**config.mk**
```make
export PLATFORM = sky130hd
export DESIGN_NAME = instruction_fetch_stage
export DESIGN_NICKNAME = d
export VERILOG_FILES = /design/src/rtl/mips_fetch_pkg.sv /design/src/rtl/instruction_fetch_stage_program_counter.sv /design/src/rtl/instruction_fetch_stage.sv
export SDC_FILE = /design/constraint.sdc
export NUM_CORES = 1
export LEC_CHECK = 0
export CORE_UTILIZATION = 50
export CTS_BUF_LIST = sky130_fd_sc_hd__clkbuf_4 sky130_fd_sc_hd__clkbuf_8
export CTS_CLUSTER_DIAMETER = 150
export DETAILED_ROUTE_END_ITERATION = 12
export GPL_TIMING_DRIVEN = 0
export PLACE_DENSITY = 0.88
export SLEW_MARGIN = 15
export SYNTH_ARGS = -nofsm -noshare
export SYNTH_HDL_FRONTEND = slang
export SYNTH_SLANG_ARGS = --single-unit
```
**constraint.sdc**
```tcl
create_clock -name Clk -period 4.5 [get_ports Clk]
set_input_delay 0.675 -clock Clk [delete_from_list [all_inputs] [get_ports Clk]]
set_output_delay 0.675 -clock Clk [all_outputs]
set_load 0.1 [all_outputs]
```
**src/rtl/mips_fetch_pkg.sv**
```systemverilog
// Shared constants, types and helpers for the MIPS instruction fetch stage.
package mips_fetch_pkg;

  localparam int unsigned WORD_W = 32;

  typedef logic [WORD_W-1:0] word_t;

  localparam word_t NOP_INSTR_WORD   = 32'h0000_0000;
  localparam word_t DEFAULT_RESET_PC = 32'h0000_0000;
  localparam word_t PC_INCR          = 32'h0000_0004;

  typedef enum logic [1:0] {
    PC_HOLD     = 2'b00,
    PC_ADVANCE  = 2'b01,
    PC_REDIRECT = 2'b10
  } pc_sel_e;

  // Instruction addresses are word aligned; the low two bits are dropped.
  function automatic word_t align_word(input word_t addr);
    return addr & 32'hFFFF_FFFC;
  endfunction

endpackage

```
**src/rtl/instruction_fetch_stage_program_counter.sv**
```systemverilog
// Program counter: async reset, stall hold, redirect load and modulo +4 advance.
module program_counter
  import mips_fetch_pkg::*;
#(
  parameter word_t RESET_PC = DEFAULT_RESET_PC
) (
  input  logic              clk,
  input  logic              rst_n,
  input  logic              stall,
  input  logic              redirect,
  input  logic [WORD_W-1:0] redirect_target,
  output logic [WORD_W-1:0] pc,
  output logic [WORD_W-1:0] pc_plus4
);

  localparam word_t RESET_PC_ALIGNED = align_word(RESET_PC);

  pc_sel_e pc_sel_s;
  word_t   pc_d;
  word_t   pc_q;

  // Redirect outranks stall because the redirecting instruction in EX is older.
  always_comb begin
    pc_sel_s = PC_ADVANCE;
    if (redirect) begin
      pc_sel_s = PC_REDIRECT;
    end else if (stall) begin
      pc_sel_s = PC_HOLD;
    end else begin
      pc_sel_s = PC_ADVANCE;
    end
  end

  // Next-PC selection.
  always_comb begin
    pc_d = pc_q;
    case (pc_sel_s)
      PC_REDIRECT: pc_d = align_word(redirect_target);
      PC_HOLD:     pc_d = pc_q;
      PC_ADVANCE:  pc_d = pc_q + PC_INCR;
      default:     pc_d = pc_q;
    endcase
  end

  // PC register.
  always_ff @(posedge clk or negedge rst_n) begin
    if (!rst_n) begin
      pc_q <= RESET_PC_ALIGNED;
    end else begin
      pc_q <= pc_d;
    end
  end

  assign pc       = pc_q;
  assign pc_plus4 = pc_q + PC_INCR;

endmodule

```
**src/rtl/instruction_fetch_stage.sv**
```systemverilog
// MIPS IF stage: PC ownership plus the IF/ID pipeline register.
// Defining IF_PERF_CNT_EN adds the FetchCount/StallCount performance counters.
module instruction_fetch_stage
  import mips_fetch_pkg::*;
#(
  parameter word_t RESET_PC  = DEFAULT_RESET_PC,
  parameter word_t NOP_INSTR = NOP_INSTR_WORD
) (
  input  logic              Clk,
  input  logic              Rst,
  input  logic              Stall,
  input  logic              Redirect,
  input  logic [WORD_W-1:0] RedirectTarget,
  output logic [WORD_W-1:0] ImemAddress,
  input  logic [WORD_W-1:0] ImemInstruction,
  output logic [WORD_W-1:0] IFID_Instruction,
  output logic [WORD_W-1:0] IFID_PCPlus4,
`ifdef IF_PERF_CNT_EN
  output logic [WORD_W-1:0] FetchCount,
  output logic [WORD_W-1:0] StallCount,
`endif
  output logic              IFID_Valid
);

  word_t pc_s;
  word_t pc_plus4_s;

  program_counter #(
    .RESET_PC(RESET_PC)
  ) u_program_counter (
    .clk            (Clk),
    .rst_n          (Rst),
    .stall          (Stall),
    .redirect       (Redirect),
    .redirect_target(RedirectTarget),
    .pc             (pc_s),
    .pc_plus4       (pc_plus4_s)
  );

  assign ImemAddress = pc_s;

  word_t instr_d, instr_q;
  word_t pc4_d, pc4_q;
  logic  valid_d, valid_q;

  // IF/ID next state: flush on redirect, hold on stall, otherwise capture.
  always_comb begin
    instr_d = instr_q;
    pc4_d   = pc4_q;
    valid_d = valid_q;
    if (Redirect) begin
      instr_d = NOP_INSTR;
      pc4_d   = 32'h0000_0000;
      valid_d = 1'b0;
    end else if (Stall) begin
      instr_d = instr_q;
      pc4_d   = pc4_q;
      valid_d = valid_q;
    end else begin
      instr_d = ImemInstruction;
      pc4_d   = pc_plus4_s;
      valid_d = 1'b1;
    end
  end

  // IF/ID pipeline register.
  always_ff @(posedge Clk or negedge Rst) begin
    if (!Rst) begin
      instr_q <= NOP_INSTR;
      pc4_q   <= 32'h0000_0000;
      valid_q <= 1'b0;
    end else begin
      instr_q <= instr_d;
      pc4_q   <= pc4_d;
      valid_q <= valid_d;
    end
  end

  assign IFID_Instruction = instr_q;
  assign IFID_PCPlus4     = pc4_q;
  assign IFID_Valid       = valid_q;

`ifdef IF_PERF_CNT_EN
  word_t fetch_count_d, fetch_count_q;
  word_t stall_count_d, stall_count_q;

  // Counter next state; both wrap naturally at 2^32.
  always_comb begin
    fetch_count_d = fetch_count_q;
    stall_count_d = stall_count_q;
    if (!Redirect && !Stall) begin
      fetch_count_d = fetch_count_q + 32'h0000_0001;
    end else begin
      fetch_count_d = fetch_count_q;
    end
    if (Stall && !Redirect) begin
      stall_count_d = stall_count_q + 32'h0000_0001;
    end else begin
      stall_count_d = stall_count_q;
    end
  end

  // Performance counter registers.
  always_ff @(posedge Clk or negedge Rst) begin
    if (!Rst) begin
      fetch_count_q <= 32'h0000_0000;
      stall_count_q <= 32'h0000_0000;
    end else begin
      fetch_count_q <= fetch_count_d;
      stall_count_q <= stall_count_d;
    end
  end

  assign FetchCount = fetch_count_q;
  assign StallCount = stall_count_q;
`endif

endmodule

```
## Word-level counts from Yosys, hierarchy flattened

Index checks and enable logic that the tools add are counted.
W data, S select, Z words.

- Register bits after elaboration: 97
- Input port bits: 68
- Output and inout bits: 97
- Logic and storage cells: 18

- $add $sub $neg: 1
- Equality and inequality tests: 3
- Mux-type cells: 9
- Reduce and logical (&&, ||, !) cells: 1

Operators by type and width:

| cell | number |
|---|---|
| $mux W32 | 4 |
| $pmux W32 S2 | 1 |
| $add A32 B3 Y32 const B | 1 |
| $mux W1 | 3 |
| $eq A2 B1 Y1 const B | 1 |
| $eq A2 B2 Y1 const B | 1 |
| $mux W2 | 1 |
| $ne A2 B1 Y1 const B | 1 |
| $reduce_bool A2 Y1 | 1 |

## Longest topological paths before layout

Gate-level depths: netlist of the first run.

- Word-level depth: 4
- Depth in mapped cells: 8
- Mapped depth without buffers: 6

## Cells and area by module

A second synthesis of the first run with hierarchy kept.

- Cells, all modules: 499
- Area total of the unflattened synthesis: 4963.5 um^2

By module, submodules not included:

| module | instances | cells each | area an instance (um^2) | sequential area each (um^2) |
|---|---|---|---|---|
| instruction_fetch_stage | 1 | 209 | 2638.8 | 1626.6 |
| program_counter | 1 | 290 | 2324.7 | 750.7 |

## Worst setup path before layout of the first run

Ideal clock, no wire load.

- Kind: flip-flop to flip-flop
- Start point: reg u_program_counter.pc_q[12], in the netlist u_program_counter.pc[12]
- End point: reg pc4_q[31], in the netlist IFID_PCPlus4[31]
- Setup time: 0.100 ns
- Data arrival time: 2.830 ns
- Data required time: 4.400 ns
- Path slack: 1.571 ns
- Cell stages (with the launch flop): 8
- Path buffers: 2
- Cell sequence: dfrtp_1 -> buf_2 -> nand3_1 -> or4_4 -> buf_6 -> or2_4 -> or3_1 -> a311oi_1

- Cells in the longest elaborated chain, start to end: 3

Ends and longest elaborated chain:

| what | line | RTL |
|---|---|---|
| start, declared | instruction_fetch_stage_program_counter.sv:20 | `word_t pc_q;` |
| start signal, assigned | instruction_fetch_stage_program_counter.sv:50 | `pc_q <= pc_d;` |
| $add A32 B3 Y32 | instruction_fetch_stage_program_counter.sv:55 | `assign pc_plus4 = pc_q + PC_INCR;` |
| $mux W32 | instruction_fetch_stage.sv:55 | `end else if (Stall) begin` |
| $mux W32 | instruction_fetch_stage.sv:51 | `if (Redirect) begin` |
| end signal, assigned | instruction_fetch_stage.sv:74 | `pc4_q <= pc4_d;` |
| end, declared | instruction_fetch_stage.sv:43 | `word_t pc4_d, pc4_q;` |

Every way passes these cells. The select of a mux whose other input is x is not followed.
A chain may end at the register's enable or synchronous reset.

## Final worst setup path of the first run

- Start point: reg u_program_counter.pc_q[6], in the netlist u_program_counter.pc[6]
- End point: out ImemAddress[6]

RTL lines:

| what | line | RTL |
|---|---|---|
| end, declared | instruction_fetch_stage.sv:14 | `output logic [WORD_W-1:0] ImemAddress,` |

No word-level cell between the ends.

==> impl_metrics.json, run 1 <==
{
  "h-tree-depth": 3,
  "wl_um": 13880,
  "grt_use_met3": 0.08511,
  "hold_viol": 0,
  "fin_crit_ps": 2770,
  "ys_ff_latch": 94,
  "worstSetupPathType": "register to primary output",
  "violations": "design-rule violations",
  "final.setup.tns_ps": 0,
  "num_vias": 4341,
  "rr_worst_depth": 6,
  "final_core_util": 0.7425,
  "dp_cells": 758,
  "viasPerCell": 5.609,
  "yosysWarnings": 0,
  "hp-class": "input pin to async pin",
  "die_h_um": 98.54,
  "place_area_um2": 6405,
  "wl_per_cell_um": 17.93,
  "syn_area_um2": 4659,
  "antennaDiodeCount": 0,
  "critPathRequiredTime_ps": 3830,
  "cp_top_family": "buffers and inverters",
  "r2r_setup_slack_ps": 1980,
  "synthTopCellsByArea": "dfrtp_1, mux2i_1, xnor2_1, nor2_1, nand2_1",
  "grt_setup_unrepaired": "false",
  "grt_util_met2": 0.5190,
  "pin_count": 165,
  "clock_sinks": 94,
  "cts_resized": 0,
  "cp_max_fo": 7,
  "nets": 730,
  "stdcell_count": 774,
  "ir_worst_vdd_mv": 0.2016,
  "initialDrtViolationCount": 193,
  "timing.rr.end": "u_program_counter.pc[16]$_DFFE_PN0P_",
  "grtUsageTotal": 0.3031,
  "synth_cell_type_count": 36,
  "clk_path_buf_depth": 2,
  "syn_inst": 490,
  "antenna_found_initial": 0,
  "cp_num_buf_inv": 1,
  "syn_to_final_growth_pct": 41.68,
  "fin_crit_sh": 0.6155,
  "routabilityCongestion": 0.9259,
  "drive_gt1_frac": 0.05105,
  "yosysTopAreaCell": "dfrtp_1",
  "drt-pass1-iter-count": 11,
  "ys_seq_area_frac": 0.5048,
  "cellLeakagePower_nw": 2.699,
  "dieArea_um2": 9709,
  "status": "finished, violations left",
  "fin_area_um2": 6601,
  "arrival_ps": 2090,
  "max_freq_mhz": 361.0,
  "cap_viol_max_count": 0,
  "start_util": 0.5241,
  "setup_viol": 0,
  "cts_tree": "done",
  "cts_setup_buffers": 0,
  "die_w_um": 98.54,
  "numPortBuffers": 158,
  "synth.avg_cell_area_um2": 9.509,
  "max_slew.worst_pin.slew_ps": 1077,
  "std_cell_rows": 34,
  "reg2reg_from": "u_program_counter.pc[2]$_DFFE_PN0P_",
  "startpoint": "u_program_counter.pc[6]$_DFFE_PN0P_",
  "grt_max_degree": 50,
  "clk_pin_slew_ps": 100,
  "overflow": 0,
  "endpoint_kind": "primary output",
  "cts_root_buffer": "clkbuf_8",
  "relSlewSlack": 0.2751,
  "slowest_stage": "clkdlybuf4s50_1",
  "finalClockSkew_ps": 11.31,
  "clk_latency_ps": 370,
  "coreArea_um2": 8891,
  "grt_pass1_vias": 4462,
  "grt_pass1_wl_um": 22800,
  "yosys.area.top_type_share": 0.5048,
  "met1_usage": 0.3659,
  "power.density_nw_per_um2": 367.4,
  "detail-route-antenna-nets": 0,
  "place.detailed.hpwl_um": 10040,
  "crit_chain": "clkdlybuf4s50_1",
  "startpoint_type": "register",
  "drc": 6,
  "numCtsBuffers": 9,
  "timing.final.max_slew_violations": 0,
  "crit_path_max_incr_delay_ps": 1230,
  "cts_hold_buf": 0,
  "busiest_layer": "met2"
}
## cells by family after synthesis
group                    share of synthesized area
AO/OA/AOI/OAI                              0.08378
XOR/XNOR                                   0.09962
adder cells (fa/ha/maj)                   0.002685
buffers and inverters                      0.04457
flip-flops                                  0.5048
multiplexers                               0.07089
other                                    0.0008048
AND/OR/NAND/NOR                             0.1928
## synthesized netlist by cell type (all sizes together)
library cell / instances
a211oi: 18
a21oi: 12
a311oi: 2
and2: 2
and3: 3
and4: 2
buf: 13
clkbuf: 28
conb: 1
dfrtp: 94
ha: 1
inv: 7
mux2i: 33
nand2: 53
nand3: 14
nand4: 10
nor2: 69
nor2b: 2
nor3: 17
nor3b: 2
nor4: 12
o21a: 1
o21ai: 34
or2: 2
or3: 3
or4: 2
xnor2: 36
xor2: 17
## worst register-to-register path, cell delays in order (launching register included)
cell and delay [ps]:
dfrtp_1 490, ha_1 290, nand3_1 210, nor4_1 910, nand3_1 190, xor2_1 190, o21ai_0 160
## worst max path at each step
| stage | slack (ps) | end | cells past startpoint |
|---|---|---|---|
| floorplan | 1570 | IFID_PCPlus4[31]$_DFFE_PN0P_ | 7 |
| global placement | -570 | IFID_PCPlus4[1]$_DFFE_PN0P_ | 1 |
| detailed placement | 1790 | IFID_Instruction[16]$_DFFE_PN0P_ | 5 |
| CTS | 1720 | ImemAddress[6] | 1 |
| global route | 1680 | ImemAddress[6] | 1 |
| finish | 1730 | ImemAddress[6] | 1 |
## cell type report
type / count / area (um2)
fill: 626 / 2290
buffer: 41 / 181.4
sequential: 94 / 2352
multi-input combinational: 349 / 2103
clock inverter: 7 / 72.57
tap: 108 / 135.1
timing repair buffer: 159 / 1607
inverter: 7 / 26.28
clock buffer: 9 / 123.9
## power breakdown
| part | leakage (nW) | internal (W) | switching (W) |
|---|---|---|---|
| registers | 1.21 | 0.000905 | 0.0000639 |
| clock network | 0.0960 | 0.000259 | 0.000319 |
| logic | 1.39 | 0.000232 | 0.000647 |
| total | 2.70 | 0.00140 | 0.00103 |
## sequential cells by signal, summed over array words and instances (netlist names)
name / count
u_program_counter.pc: 30
IFID_PCPlus4: 31
IFID_Valid: 1
IFID_Instruction: 32
## per-layer routing
layer,up-vias,wire length (um)
met2,217,6878
li1,1997,-
met5,-,0
met4,0,342
met3,34,1260
met1,2093,5399
## per-stage QoR
stage / total power, W / setup WS, ps / hold WS [ps]
3_5_place_dp: 0.001857 / 1791 / 510.7
2_1_floorplan: 0.001590 / 1571 / 379.4
3_3_place_gp: 0.001838 / -574.8 / 500.1
4_1_cts: 0.002427 / 1725 / 324.8
6_report: 0.002425 / 1730 / 301.0
5_1_grt: 0.002505 / 1676 / 357.1
## cell usage in the layout, fill, tap and decap left out, types with 3 or more instances in the layout
master,synthesis,layout
buf_1,4,4
nand3_1,13,13
xor2_1,17,17
inv_1,7,7
nand4_1,9,9
a21oi_1,12,12
nor3_1,17,17
or3_1,3,3
xnor2_1,36,36
a211oi_1,18,18
and3_1,3,3
mux2i_1,33,33
dfrtp_1,94,94
clkbuf_8,0,9
clkdlybuf4s50_1,0,157
nor2_1,69,69
o21ai_0,34,34
nor4_1,12,12
clkbuf_1,26,26
nand2_1,53,53
buf_4,3,4
buf_2,5,5
No activity file was read; power rests on OpenSTA's default activity.
==> run 2, diff against run 1 <==
Settings changed: CORE_UTILIZATION 50 to 47, PLACE_DENSITY 0.88 to 0.83.
Clock period 4.5 ns to 2.6 ns, I/O delays scaled along.
==> run 2 against run 1 <==
Compared with the run above:
- register-to-register slack got worse by 1800 ps
- count of clock-buffer cells in the layout rose by 1
- the run now ends clean
- setup slack got worse by 1600 ps
- total power rose by 70%
- critical path type unchanged
==> impl_metrics.json, run 2 (synthesis gave the netlist of run 1 again) <==
{
  "worstSetupPathType": "register to primary output",
  "grt_pass1_wl_um": 21130,
  "numPortBuffers": 158,
  "clk_pin_slew_ps": 100,
  "arrival_ps": 2100,
  "critPathRequiredTime_ps": 2210,
  "die_w_um": 101.6,
  "cp_num_buf_inv": 1,
  "antenna_found_initial": 0,
  "detail-route-antenna-nets": 0,
  "die_h_um": 101.6,
  "crit_path_max_incr_delay_ps": 1240,
  "max_freq_mhz": 401.4,
  "power.total_w": 0.004114,
  "grtUsageTotal": 0.2712,
  "cts_hold_buf": 0,
  "switching_power_w": 0.001763,
  "numCtsBuffers": 9,
  "dp_cells": 779,
  "r2r_setup_slack_ps": 210,
  "slowest_stage": "clkdlybuf4s50_1",
  "timing.final.max_slew_violations": 0,
  "grt_setup_unrepaired": "false",
  "cts_root_buffer": "clkbuf_8",
  "n_fill_cell": 737,
  "drt-pass1-iter-count": 5,
  "clk_path_buf_depth": 2,
  "power.density_nw_per_um2": 620.0,
  "overflow": 0,
  "crit_chain": "clkdlybuf4s50_1",
  "setup_viol": 0,
  "p_sw_frac": 0.4284,
  "largest_reg_flops": 32,
  "wl_per_cell_um": 16.62,
  "pin_count": 165,
  "fin_crit_sh": 0.9581,
  "stdcell_count": 795,
  "coreArea_um2": 9415,
  "cp_max_fo": 7,
  "grt_max_degree": 53,
  "seq_area_um2": 2372,
  "std_cell_rows": 35,
  "start_util": 0.4949,
  "antennaDiodeCount": 0,
  "drive_gt1_frac": 0.07508,
  "routabilityCongestion": 0.8639,
  "clock_sinks": 94,
  "rr_worst_depth": 7,
  "hp-class": "input pin to async pin",
  "cts_tree": "done",
  "ir_worst_vdd_mv": 0.3590,
  "cts_setup_buffers": 0,
  "drc": 0,
  "cap_viol_max_count": 0,
  "viasPerCell": 5.249,
  "cts_resized": 0,
  "syn_to_final_growth_pct": 42.40,
  "h-tree-depth": 3,
  "endpoint_kind": "primary output",
  "nets": 730,
  "combPwrFrac": 0.367,
  "place_area_um2": 6451,
  "timing.rr.end": "IFID_PCPlus4[31]$_DFFE_PN0P_",
  "grt_pass1_vias": 4257,
  "fin_area_um2": 6635,
  "final.setup.tns_ps": 0,
  "mostFrequentLayoutCell": "clkdlybuf4s50_1",
  "startpoint_type": "register",
  "status": "finished, final reports clean",
  "cp_top_family": "buffers and inverters",
  "final_cell_mix": "clkdlybuf4s50_1, dfrtp_1, nor2_1",
  "hold_viol": 0,
  "finalClockSkew_ps": 12.39,
  "p_int_w": 0.002351,
  "relSlewSlack": 0.2949,
  "reg2reg_from": "u_program_counter.pc[8]$_DFFE_PN0P_",
  "place.detailed.hpwl_um": 9886,
  "dieArea_um2": 10320,
  "fin_crit_ps": 2491,
  "pwr-share-seq": 0.408,
  "max_slew.worst_pin.slew_ps": 1048,
  "num_vias": 4173,
  "clkPwrFrac": 0.226,
  "clk_latency_ps": 360,
  "cellLeakagePower_nw": 2.674,
  "initialDrtViolationCount": 200,
  "multiInputGateArea_um2": 2103,
  "wl_um": 13210
}
[run 2: worst register-to-register path, delay by kind of cell, from the launching register on]
| kind | cells | cell delay (ps) |
|---|---|---|
| simple gates | 4 | 1300 |
| flops | 1 | 370 |
| buf+inv | 2 | 330 |
| compound gates | 1 | 280 |
[run 2: how the worst max path moves through the flow]
stage / from / end / depth (start not counted) / slack (ps)
2_1_floorplan: u_program_counter.pc[12]$_DFFE_PN0P_ / IFID_PCPlus4[31]$_DFFE_PN0P_ / 7 / -20
3_3_place_gp: Rst / u_program_counter.pc[19]$_DFFE_PN0P_ / 1 / -2610
3_5_place_dp: Stall / IFID_Instruction[28]$_DFFE_PN0P_ / 5 / 150
4_1_cts: u_program_counter.pc[6]$_DFFE_PN0P_ / ImemAddress[6] / 1 / 120
5_1_grt: u_program_counter.pc[6]$_DFFE_PN0P_ / ImemAddress[6] / 1 / 40
6_report: u_program_counter.pc[6]$_DFFE_PN0P_ / ImemAddress[6] / 1 / 110
[run 2: area by class of cell]
cell class	count	area share
flip-flops and latches	94	0.3575
multi-input cells	349	0.3170
repair buffers	159	0.2421
plain buffers	41	0.02734
well taps	129	0.02433
clock buffers	10	0.02074
clock inverters	6	0.006977
inverters	7	0.003960
[run 2: layer usage]
layer	wire [um]	GRT usage	part of all wire	vias up
met5	0	0	0	-
met4	240	0.09253	0.018	0
met3	1047	0.08282	0.079	18
met2	6609	0.4636	0.50	170
met1	5316	0.3245	0.40	1986
li1	-	-	-	1999
[run 2: power groups by stage]
stage	Combinational [W]	Clock (W)	Sequential [W]
finish	0.00151	0.000928	0.00168
global route	0.00158	0.000991	0.00169
CTS	0.00152	0.000926	0.00167
detailed placement	0.00151	0	0.00170
global placement	0.00149	0	0.00170
floorplan	0.000289	0	0.00247
[run 2: through the flow]
step | hold WS (ps) | util | setup slack (ps)
3_3_place_gp | 499.4 | 0.6825 | -2613
2_1_floorplan | 94.41 | - | -18.28
6_report | 1.654 | 0.7047 | 109.0
5_1_grt | 34.77 | 0.7047 | 43.90
3_5_place_dp | 422.6 | 0.6852 | 145.3
4_1_cts | 20.12 | 0.7047 | 116.1
==> run 3, diff against run 2 <==
Settings changed: GPL_ROUTABILITY_DRIVEN set to 0.
==> results of run 3 <==
Final layout, timing and power as in run 2 (identical DEF).
